`config.mk`:
```
export PLATFORM = sky130hd
export DESIGN_NAME = float_mult_seq_flat
export DESIGN_NICKNAME = d
export VERILOG_FILES = /design/src/rtl/float_mult_pkg.sv /design/src/rtl/float_mult_seq_if.sv /design/src/rtl/float_mult_round.sv /design/src/rtl/float_mult_seq.sv /design/src/flat_wrapper.sv
export SDC_FILE = /design/constraint.sdc
export NUM_CORES = 1
export LEC_CHECK = 0
export CORE_MARGIN = 4
export CORE_UTILIZATION = 56
export DETAILED_ROUTE_END_ITERATION = 16
export MAX_ROUTING_LAYER = met4
export PLACE_DENSITY = 0.8
export SETUP_SLACK_MARGIN = 0.1
export SYNTH_ARGS = -nofsm -noshare
export SYNTH_HDL_FRONTEND = slang
export SYNTH_SLANG_ARGS = --single-unit
```
`constraint.sdc`:
```
create_clock -name clk -period 3.1 [get_ports clk]
set_input_delay 0.465 -clock clk [delete_from_list [all_inputs] [get_ports clk]]
set_output_delay 0.465 -clock clk [all_outputs]
set_load 0.005 [all_outputs]
```
`src/rtl/float_mult_pkg.sv`:
```
// float_mult_pkg: shared types, default widths and helper functions for the
// iterative minifloat multiplier (float_mult_seq).
package float_mult_pkg;

  typedef enum logic [1:0] {
    IDLE,
    MUL,
    NORM,
    DONE
  } fm_state_e;

  localparam int unsigned FM_EXP_W = 4;
  localparam int unsigned FM_MAN_W = 3;

  // Standard excess bias for an exp_w-bit exponent field.
  function automatic int unsigned fm_bias(input int unsigned exp_w);
    return (1 << (exp_w - 1)) - 1;
  endfunction

  // Largest finite magnitude: exponent and mantissa fields all ones.
  function automatic int unsigned fm_max_mag(input int unsigned exp_w,
                                             input int unsigned man_w);
    return (1 << (exp_w + man_w)) - 1;
  endfunction

endpackage

```
`src/rtl/float_mult_seq_if.sv`:
```
// float_mult_seq_if: operand/result valid-ready bundle for float_mult_seq.
// master = producer/consumer side, slave = multiplier side.
interface float_mult_seq_if #(
  parameter int unsigned EXP_W = 4,
  parameter int unsigned MAN_W = 3
);
  localparam int unsigned W = 1 + EXP_W + MAN_W;

  logic         in_valid;
  logic         in_ready;
  logic [W-1:0] a;
  logic [W-1:0] b;
  logic         out_valid;
  logic         out_ready;
  logic [W-1:0] result;
  logic         overflow;
  logic         underflow;

  modport master (
    output in_valid, a, b, out_ready,
    input  in_ready, out_valid, result, overflow, underflow
  );

  modport slave (
    input  in_valid, a, b, out_ready,
    output in_ready, out_valid, result, overflow, underflow
  );

endinterface

```
`src/rtl/float_mult_round.sv`:
```
// float_mult_round: combinational normalise / round / classify stage.
// Takes the raw mantissa product and unbiased-sum exponent and returns the
// packed result with overflow/underflow flags.
// Optional: FLOAT_MULT_RNE_EN selects round-to-nearest-even; otherwise the
// remainder is dropped (truncate toward zero).
module float_mult_round
  import float_mult_pkg::*;
#(
  parameter  int unsigned EXP_W = FM_EXP_W,
  parameter  int unsigned MAN_W = FM_MAN_W,
  localparam int unsigned W     = 1 + EXP_W + MAN_W,
  localparam int unsigned ACC_W = 2 * (MAN_W + 1),
  localparam int unsigned EW    = EXP_W + 2
) (
  input  logic                 i_sign,
  input  logic                 i_zero,
  input  logic [ACC_W-1:0]     i_acc,
  input  logic signed [EW-1:0] i_exp,
  output logic [W-1:0]         o_result,
  output logic                 o_overflow,
  output logic                 o_underflow
);

  localparam logic signed [EW-1:0] L_EXP_MAX = EW'((1 << EXP_W) - 1);
  localparam logic signed [EW-1:0] L_EXP_MIN = EW'(1);

  logic                 w_msb;
  logic [MAN_W-1:0]     w_man;
  logic [MAN_W:0]       w_rem;
  logic signed [EW-1:0] w_exp_n;
  logic signed [EW-1:0] w_exp_r;
  logic                 w_carry;
  logic [MAN_W-1:0]     w_man_r;

  // Normalise: product is in [1,4); a set MSB means it is >= 2.
  // The remainder is left-aligned to MAN_W+1 bits so guard is always its MSB.
  always_comb begin
    w_msb = i_acc[ACC_W-1];
    if (w_msb) begin
      w_man = i_acc[2*MAN_W:MAN_W+1];
      w_rem = i_acc[MAN_W:0];
    end else begin
      w_man = i_acc[2*MAN_W-1:MAN_W];
      w_rem = {i_acc[MAN_W-1:0], 1'b0};
    end
    w_exp_n = i_exp + EW'(w_msb);
  end

`ifdef FLOAT_MULT_RNE_EN
  logic           w_guard;
  logic           w_sticky;
  logic           w_up;
  logic [MAN_W:0] w_sum;

  // Round to nearest, ties to even; a carry out wraps the mantissa to zero.
  always_comb begin
    w_guard  = w_rem[MAN_W];
    w_sticky = |w_rem[MAN_W-1:0];
    w_up     = w_guard & (w_sticky | w_man[0]);
    w_sum    = {1'b0, w_man} + (MAN_W + 1)'(w_up);
    w_carry  = w_sum[MAN_W];
    w_man_r  = w_sum[MAN_W-1:0];
  end
`else
  logic w_unused_rem;

  // Truncate toward zero: the remainder is discarded, no carry is possible.
  always_comb begin
    w_unused_rem = ^w_rem;
    w_carry      = 1'b0;
    w_man_r      = w_man;
  end
`endif

  // Classify: zero operand, then overflow, then underflow, else pack.
  always_comb begin
    w_exp_r     = w_exp_n + EW'(w_carry);
    o_result    = '0;
    o_overflow  = 1'b0;
    o_underflow = 1'b0;
    if (i_zero) begin
      o_result = '0;
    end else if (w_exp_r > L_EXP_MAX) begin
      o_result   = {i_sign, (W - 1)'(fm_max_mag(EXP_W, MAN_W))};
      o_overflow = 1'b1;
    end else if (w_exp_r < L_EXP_MIN) begin
      o_underflow = 1'b1;
    end else begin
      o_result = {i_sign, w_exp_r[EXP_W-1:0], w_man_r};
    end
  end

endmodule

```
`src/rtl/float_mult_seq.sv`:
```
// float_mult_seq: iterative minifloat multiplier, one mantissa bit per cycle
// (shift-add), valid/ready on operands and result.
// Optional: FLOAT_MULT_RNE_EN (in float_mult_round) enables round-to-nearest-
// even; default build truncates.
module float_mult_seq
  import float_mult_pkg::*;
#(
  parameter int unsigned EXP_W = FM_EXP_W,
  parameter int unsigned MAN_W = FM_MAN_W,
  parameter int unsigned BIAS  = fm_bias(EXP_W)
) (
  input logic               clk,
  input logic               rst_n,
  float_mult_seq_if.slave   bus
);

  localparam int unsigned W     = 1 + EXP_W + MAN_W;
  localparam int unsigned P     = MAN_W + 1;
  localparam int unsigned ACC_W = 2 * P;
  localparam int unsigned EW    = EXP_W + 2;
  localparam int unsigned CNT_W = (P > 1) ? $clog2(P) : 1;

  fm_state_e            r_state;
  fm_state_e            w_next;
  logic                 r_sign;
  logic                 r_zero;
  logic signed [EW-1:0] r_exp;
  logic [P-1:0]         r_mand;
  logic [P-1:0]         r_mier;
  logic [ACC_W-1:0]     r_acc;
  logic [CNT_W-1:0]     r_cnt;
  logic [W-1:0]         r_result;
  logic                 r_ovf;
  logic                 r_udf;
  logic                 w_last;
  logic [W-1:0]         w_res;
  logic                 w_ovf;
  logic                 w_udf;

  assign w_last = (r_cnt == CNT_W'(MAN_W));

  // State register.
  always_ff @(posedge clk or negedge rst_n) begin
    if (!rst_n) r_state <= IDLE;
    else        r_state <= w_next;
  end

  // Next-state: accept, MAN_W+1 multiply steps, one normalise step, hold result.
  always_comb begin
    w_next = r_state;
    case (r_state)
      IDLE:    if (bus.in_valid) w_next = MUL;
      MUL:     if (w_last) w_next = NORM;
      NORM:    w_next = DONE;
      DONE:    if (bus.out_ready) w_next = IDLE;
      default: w_next = IDLE;
    endcase
  end

  // Outputs: handshakes decode the state; result/flags come from registers.
  always_comb begin
    bus.in_ready  = (r_state == IDLE);
    bus.out_valid = (r_state == DONE);
    bus.result    = r_result;
    bus.overflow  = r_ovf;
    bus.underflow = r_udf;
  end

  // Datapath: latch operands, shift-add the mantissas, register the result.
  always_ff @(posedge clk or negedge rst_n) begin
    if (!rst_n) begin
      r_sign   <= 1'b0;
      r_zero   <= 1'b0;
      r_exp    <= '0;
      r_mand   <= '0;
      r_mier   <= '0;
      r_acc    <= '0;
      r_cnt    <= '0;
      r_result <= '0;
      r_ovf    <= 1'b0;
      r_udf    <= 1'b0;
    end else begin
      case (r_state)
        IDLE: begin
          if (bus.in_valid) begin
            r_sign <= bus.a[W-1] ^ bus.b[W-1];
            r_exp  <= EW'(bus.a[W-2:MAN_W]) + EW'(bus.b[W-2:MAN_W]) - EW'(BIAS);
            r_mand <= {1'b1, bus.a[MAN_W-1:0]};
            r_mier <= {1'b1, bus.b[MAN_W-1:0]};
            r_acc  <= '0;
            r_cnt  <= '0;
            r_zero <= (bus.a[W-2:0] == '0) || (bus.b[W-2:0] == '0);
          end
        end
        MUL: begin
          if (r_mier[r_cnt]) r_acc <= r_acc + (ACC_W'(r_mand) << r_cnt);
          r_cnt <= w_last ? '0 : r_cnt + CNT_W'(1);
        end
        NORM: begin
          r_result <= w_res;
          r_ovf    <= w_ovf;
          r_udf    <= w_udf;
        end
        default: ;
      endcase
    end
  end

  float_mult_round #(
    .EXP_W(EXP_W),
    .MAN_W(MAN_W)
  ) u_round (
    .i_sign     (r_sign),
    .i_zero     (r_zero),
    .i_acc      (r_acc),
    .i_exp      (r_exp),
    .o_result   (w_res),
    .o_overflow (w_ovf),
    .o_underflow(w_udf)
  );

endmodule
```
`src/flat_wrapper.sv`:
```
// flat-port wrapper written by rule: the top's interface ports become plain ports
module float_mult_seq_flat import float_mult_pkg::*;
#(
  parameter int unsigned EXP_W = FM_EXP_W,
  parameter int unsigned MAN_W = FM_MAN_W,
  parameter int unsigned BIAS  = fm_bias(EXP_W)
)
  (clk, rst_n, bus_in_valid, bus_a, bus_b, bus_out_ready, bus_in_ready, bus_out_valid, bus_result, bus_overflow, bus_underflow);
  float_mult_seq_if #(.EXP_W(EXP_W), .MAN_W(MAN_W)) bus_i ();
  input logic clk;
  input logic rst_n;
  input wire logic [$bits(bus_i.in_valid)-1:0] bus_in_valid;
  input wire logic [$bits(bus_i.a)-1:0] bus_a;
  input wire logic [$bits(bus_i.b)-1:0] bus_b;
  input wire logic [$bits(bus_i.out_ready)-1:0] bus_out_ready;
  output wire logic [$bits(bus_i.in_ready)-1:0] bus_in_ready;
  output wire logic [$bits(bus_i.out_valid)-1:0] bus_out_valid;
  output wire logic [$bits(bus_i.result)-1:0] bus_result;
  output wire logic [$bits(bus_i.overflow)-1:0] bus_overflow;
  output wire logic [$bits(bus_i.underflow)-1:0] bus_underflow;
  assign bus_i.in_valid = bus_in_valid;
  assign bus_i.a = bus_a;
  assign bus_i.b = bus_b;
  assign bus_i.out_ready = bus_out_ready;
  assign bus_in_ready = bus_i.in_ready;
  assign bus_out_valid = bus_i.out_valid;
  assign bus_result = bus_i.result;
  assign bus_overflow = bus_i.overflow;
  assign bus_underflow = bus_i.underflow;
  float_mult_seq #(.EXP_W(EXP_W), .MAN_W(MAN_W), .BIAS(BIAS)) u_core (.clk(clk), .rst_n(rst_n), .bus(bus_i));
endmodule
```
==> impl_metrics.csv <==
group,metric,value,unit
outcome,status,"finished clean",
global_route,grt_overflow,0,
floorplan,die-width,75.5,um
detailed_routing,vias_per_cell,5.94,
detailed_routing,wire_per_inst,15.1,um
sta,setup_viol,0,
clock_tree,cts_root_buf,"clkbuf_8",
pwr,p_int,1.59,mW
place,place_ws,442,ps
clock_tree,postCtsSetupRepairBufs,0,
sta,fin_crit_sh,0.789,
sta,drv_slew,0,
sta,relSlewSlack,0.447,
synth,syn_nets,304,
sta,worst_pin_slew,829,ps
synth,synth_cells,262,
sta,min_period,2450,ps
clock_tree,cts.sink_count,37,
sta,fin_ws,654,ps
clock_tree,numCtsBuffers,5,
detailed_routing,vias,2051,
synth,synth-async-reset-ratio,1.00,
sta,fin_setup_tns,0,ps
clock_tree,post_cts_resized,0,
place,portBuffers,31,
synth,synth.top_cell.area_share,0.363,
pwr,clockPowerShare,0.131,
detailed_routing,wl,5220,um
final_layout,fin_util,0.680,
global_route,antenna_found_initial,0,
clock_tree,clk_pin_slew,80,ps
place,dp_hpwl,3890,um
hold_path,min_path_type,"in2async",
global_route,grt_max_degree,38,
setup_path,path_cells,"nor3b_1, ha_1, fa_1, a211o_1, a2111oi_0, nand3b_1, a22o_1",
synth,ys_warn_count,0,
detailed_routing,route.detailed.drc,0,
final_layout,num-nets-final,334,
pwr,combPwrFrac,0.543,
synth,synth_cell_type_count,61,
detailed_routing,dr.first_iter.drc_count,157,
setup_path,arrival,2670,ps
floorplan,ios,32,
final_layout,syn_to_final_growth,16.7,%
synth,synth.yosys.seq_area_share,0.363,
floorplan,placementRows,24,
global_route,grt_pass1_vias,1928,
pwr,power_frac_seq,0.326,
final_layout,layout_common_cells,"dfrtp_1, clkdlybuf4s50_1, inv_1, ha_1, nand2_1",
clock_tree,ctsHoldBuffers,0,
sta,hold_viol,0,
place,gp_congestion,0.883,
setup_path,cp-end-kind,"flop",
final_layout,drive_above_1_share,0.106,
synth,synth-seq-cells,37,
synth,synth_edf_count,0,
detailed_routing,final_antenna_net_count,0,
global_route,track_usage,0.205,
pwr,power.static_leakage,1.34,nW
setup_path,slowest_stage,"dfrtp_1",
pwr,worst_ir_drop_vdd,663,uV
sta,fmax,409,MHz
pwr,swShare,0.414,
sta,clock_skew,3.45,ps
pwr,switchingPower,1.12,mW
synth,syn_area,2550,um^2
floorplan,die_height,75.5,um
final_layout,diodes,0,
synth,syn_area_per_cell,9.75,um^2
setup_path,cp_max_fo,14,
setup_path,crit_type,"reg2reg",
sta,worst_hold_slack,280,ps
global_route,grt_pass1_wl,8830,um
clock_tree,htreeDepth,2,
job,maxCapViolCount,0,
synth,netlist_top_cells_area,"dfrtp_1, ha_1, mux2_2, inv_1, o21ai_0",
setup_path,slowest_delay,630,ps
synth,synth-main-ff-cell,"dfrtp_1",
detailed_routing,drtPass1Iterations,4,
floorplan,core_area,4380,um^2
sta,rsz0062_at_grt,"no",
setup_path,reg2reg_depth,7,
floorplan,die-area,5700,um^2
synth,yosysTopAreaCell,"dfrtp_1",
clock_tree,cts_tree,"yes",
clock_tree,clockBufferDepth,2,
pwr,powerDensity,911,nW/um^2
final_layout,final_common_cell,"dfrtp_1",
setup_path,start_kind,"flop",
setup_path,cp.required,3320,ps
clock_tree,clk_latency,280,ps
floorplan,start_util,0.582,
[worst paths after layout]
kind	slack [ps]	start	end
max	650	u_core.r_cnt[0]$_DFFE_PN0P_	u_core.r_acc[6]$_DFFE_PN0P_
min	280	rst_n	u_core.r_acc[6]$_DFFE_PN0P_
max reg2reg	650	u_core.r_cnt[0]$_DFFE_PN0P_	u_core.r_acc[6]$_DFFE_PN0P_
min reg2reg	500	u_core.r_sign$_DFFE_PN0P_	u_core.bus.result[7]$_DFFE_PN0P_
max in group asynchronous	2300	rst_n	u_core.r_mier[1]$_DFFE_PN0P_
min in group clk	500	u_core.r_sign$_DFFE_PN0P_	u_core.bus.result[7]$_DFFE_PN0P_
[logic make-up (layout without fill, tap and decap cells)]
family / count (synthesis) / in the layout / share of synthesized area
adder cells (fa/ha/maj): 22 / 22 / 0.114
AO/OA/AOI/OAI: 73 / 73 / 0.217
flip-flops: 37 / 37 / 0.363
XOR/XNOR: 7 / 7 / 0.0240
multiplexers: 16 / 16 / 0.0720
buffers and inverters: 34 / 65 / 0.0559
AND/OR/NAND/NOR: 73 / 73 / 0.155
[area by class of cell]
| cell class | count | area (um^2) |
|---|---|---|
| sequential | 37 | 926 |
| multi-input combinational | 191 | 1490 |
| tap | 52 | 65.1 |
| clock inverter | 2 | 13.8 |
| clock buffer | 6 | 82.6 |
| timing repair buffer | 32 | 313 |
| fill | 377 | 1410 |
| inverter | 25 | 93.8 |
[worst max-delay path: cells and delay by family (launching register included)]
kind | cells | cell delay, ps
AO/OA/AOI/OAI | 3 | 780
flip-flops | 1 | 630
adder cells (fa/ha/maj) | 2 | 680
AND/OR/NAND/NOR | 2 | 280
[sequential cells by signal, indices dropped and copies added (netlist names), 2 cells and up]
register,count
u_core.r_mier,4
u_core.r_state,2
u_core.r_mand,3
u_core.bus.result,8
u_core.r_cnt,2
u_core.r_acc,8
u_core.r_exp,6
[synth_stat cells (3+ instances only)]
| cell | instances |
|---|---|
| nand3_1 | 5 |
| nor2b_1 | 5 |
| and3_1 | 3 |
| o22ai_2 | 5 |
| mux2_2 | 9 |
| nand3b_1 | 4 |
| inv_1 | 25 |
| ha_1 | 20 |
| nand2b_1 | 5 |
| o22ai_1 | 4 |
| o21ai_0 | 14 |
| xor2_1 | 4 |
| a211oi_1 | 3 |
| a21oi_1 | 10 |
| clkbuf_1 | 3 |
| a21o_1 | 5 |
| nor3b_1 | 4 |
| nor2_1 | 11 |
| o31ai_1 | 5 |
| nand2_1 | 17 |
| xnor2_1 | 3 |
| nor3_1 | 8 |
| dfrtp_1 | 37 |
| mux2i_1 | 6 |
[layer usage]
metal	share of wire	vias up	routed length [um]	global-route usage
met5	0	-	0	-
met4	0.0042	0	22	0.0369
met3	0.041	2	215	0.0356
met2	0.47	48	2470	0.334
met1	0.48	976	2510	0.271
li1	-	1025	-	-
[power by group through the flow]
stage	Sequential, mW	Combinational (mW)	Clock [mW]
after global routing	0.911	1.66	0.387
after global placement	0.878	1.42	0
final	0.884	1.47	0.356
after detailed placement	0.891	1.46	0
after floorplan	0.821	1.13	0
after CTS	0.883	1.47	0.366
[through the flow]
| step | instance area [um^2] | power, mW | std cells |
|---|---|---|---|
| after floorplan | 2550 | 1.95 | 262 |
| after global placement | 2880 | 2.30 | 337 |
| after detailed placement | 2880 | 2.35 | 337 |
| after CTS | 2980 | 2.72 | 345 |
| after global routing | 2980 | 2.96 | 345 |
| final | 2980 | 2.71 | 345 |
(Power assumes the default switching activity.)
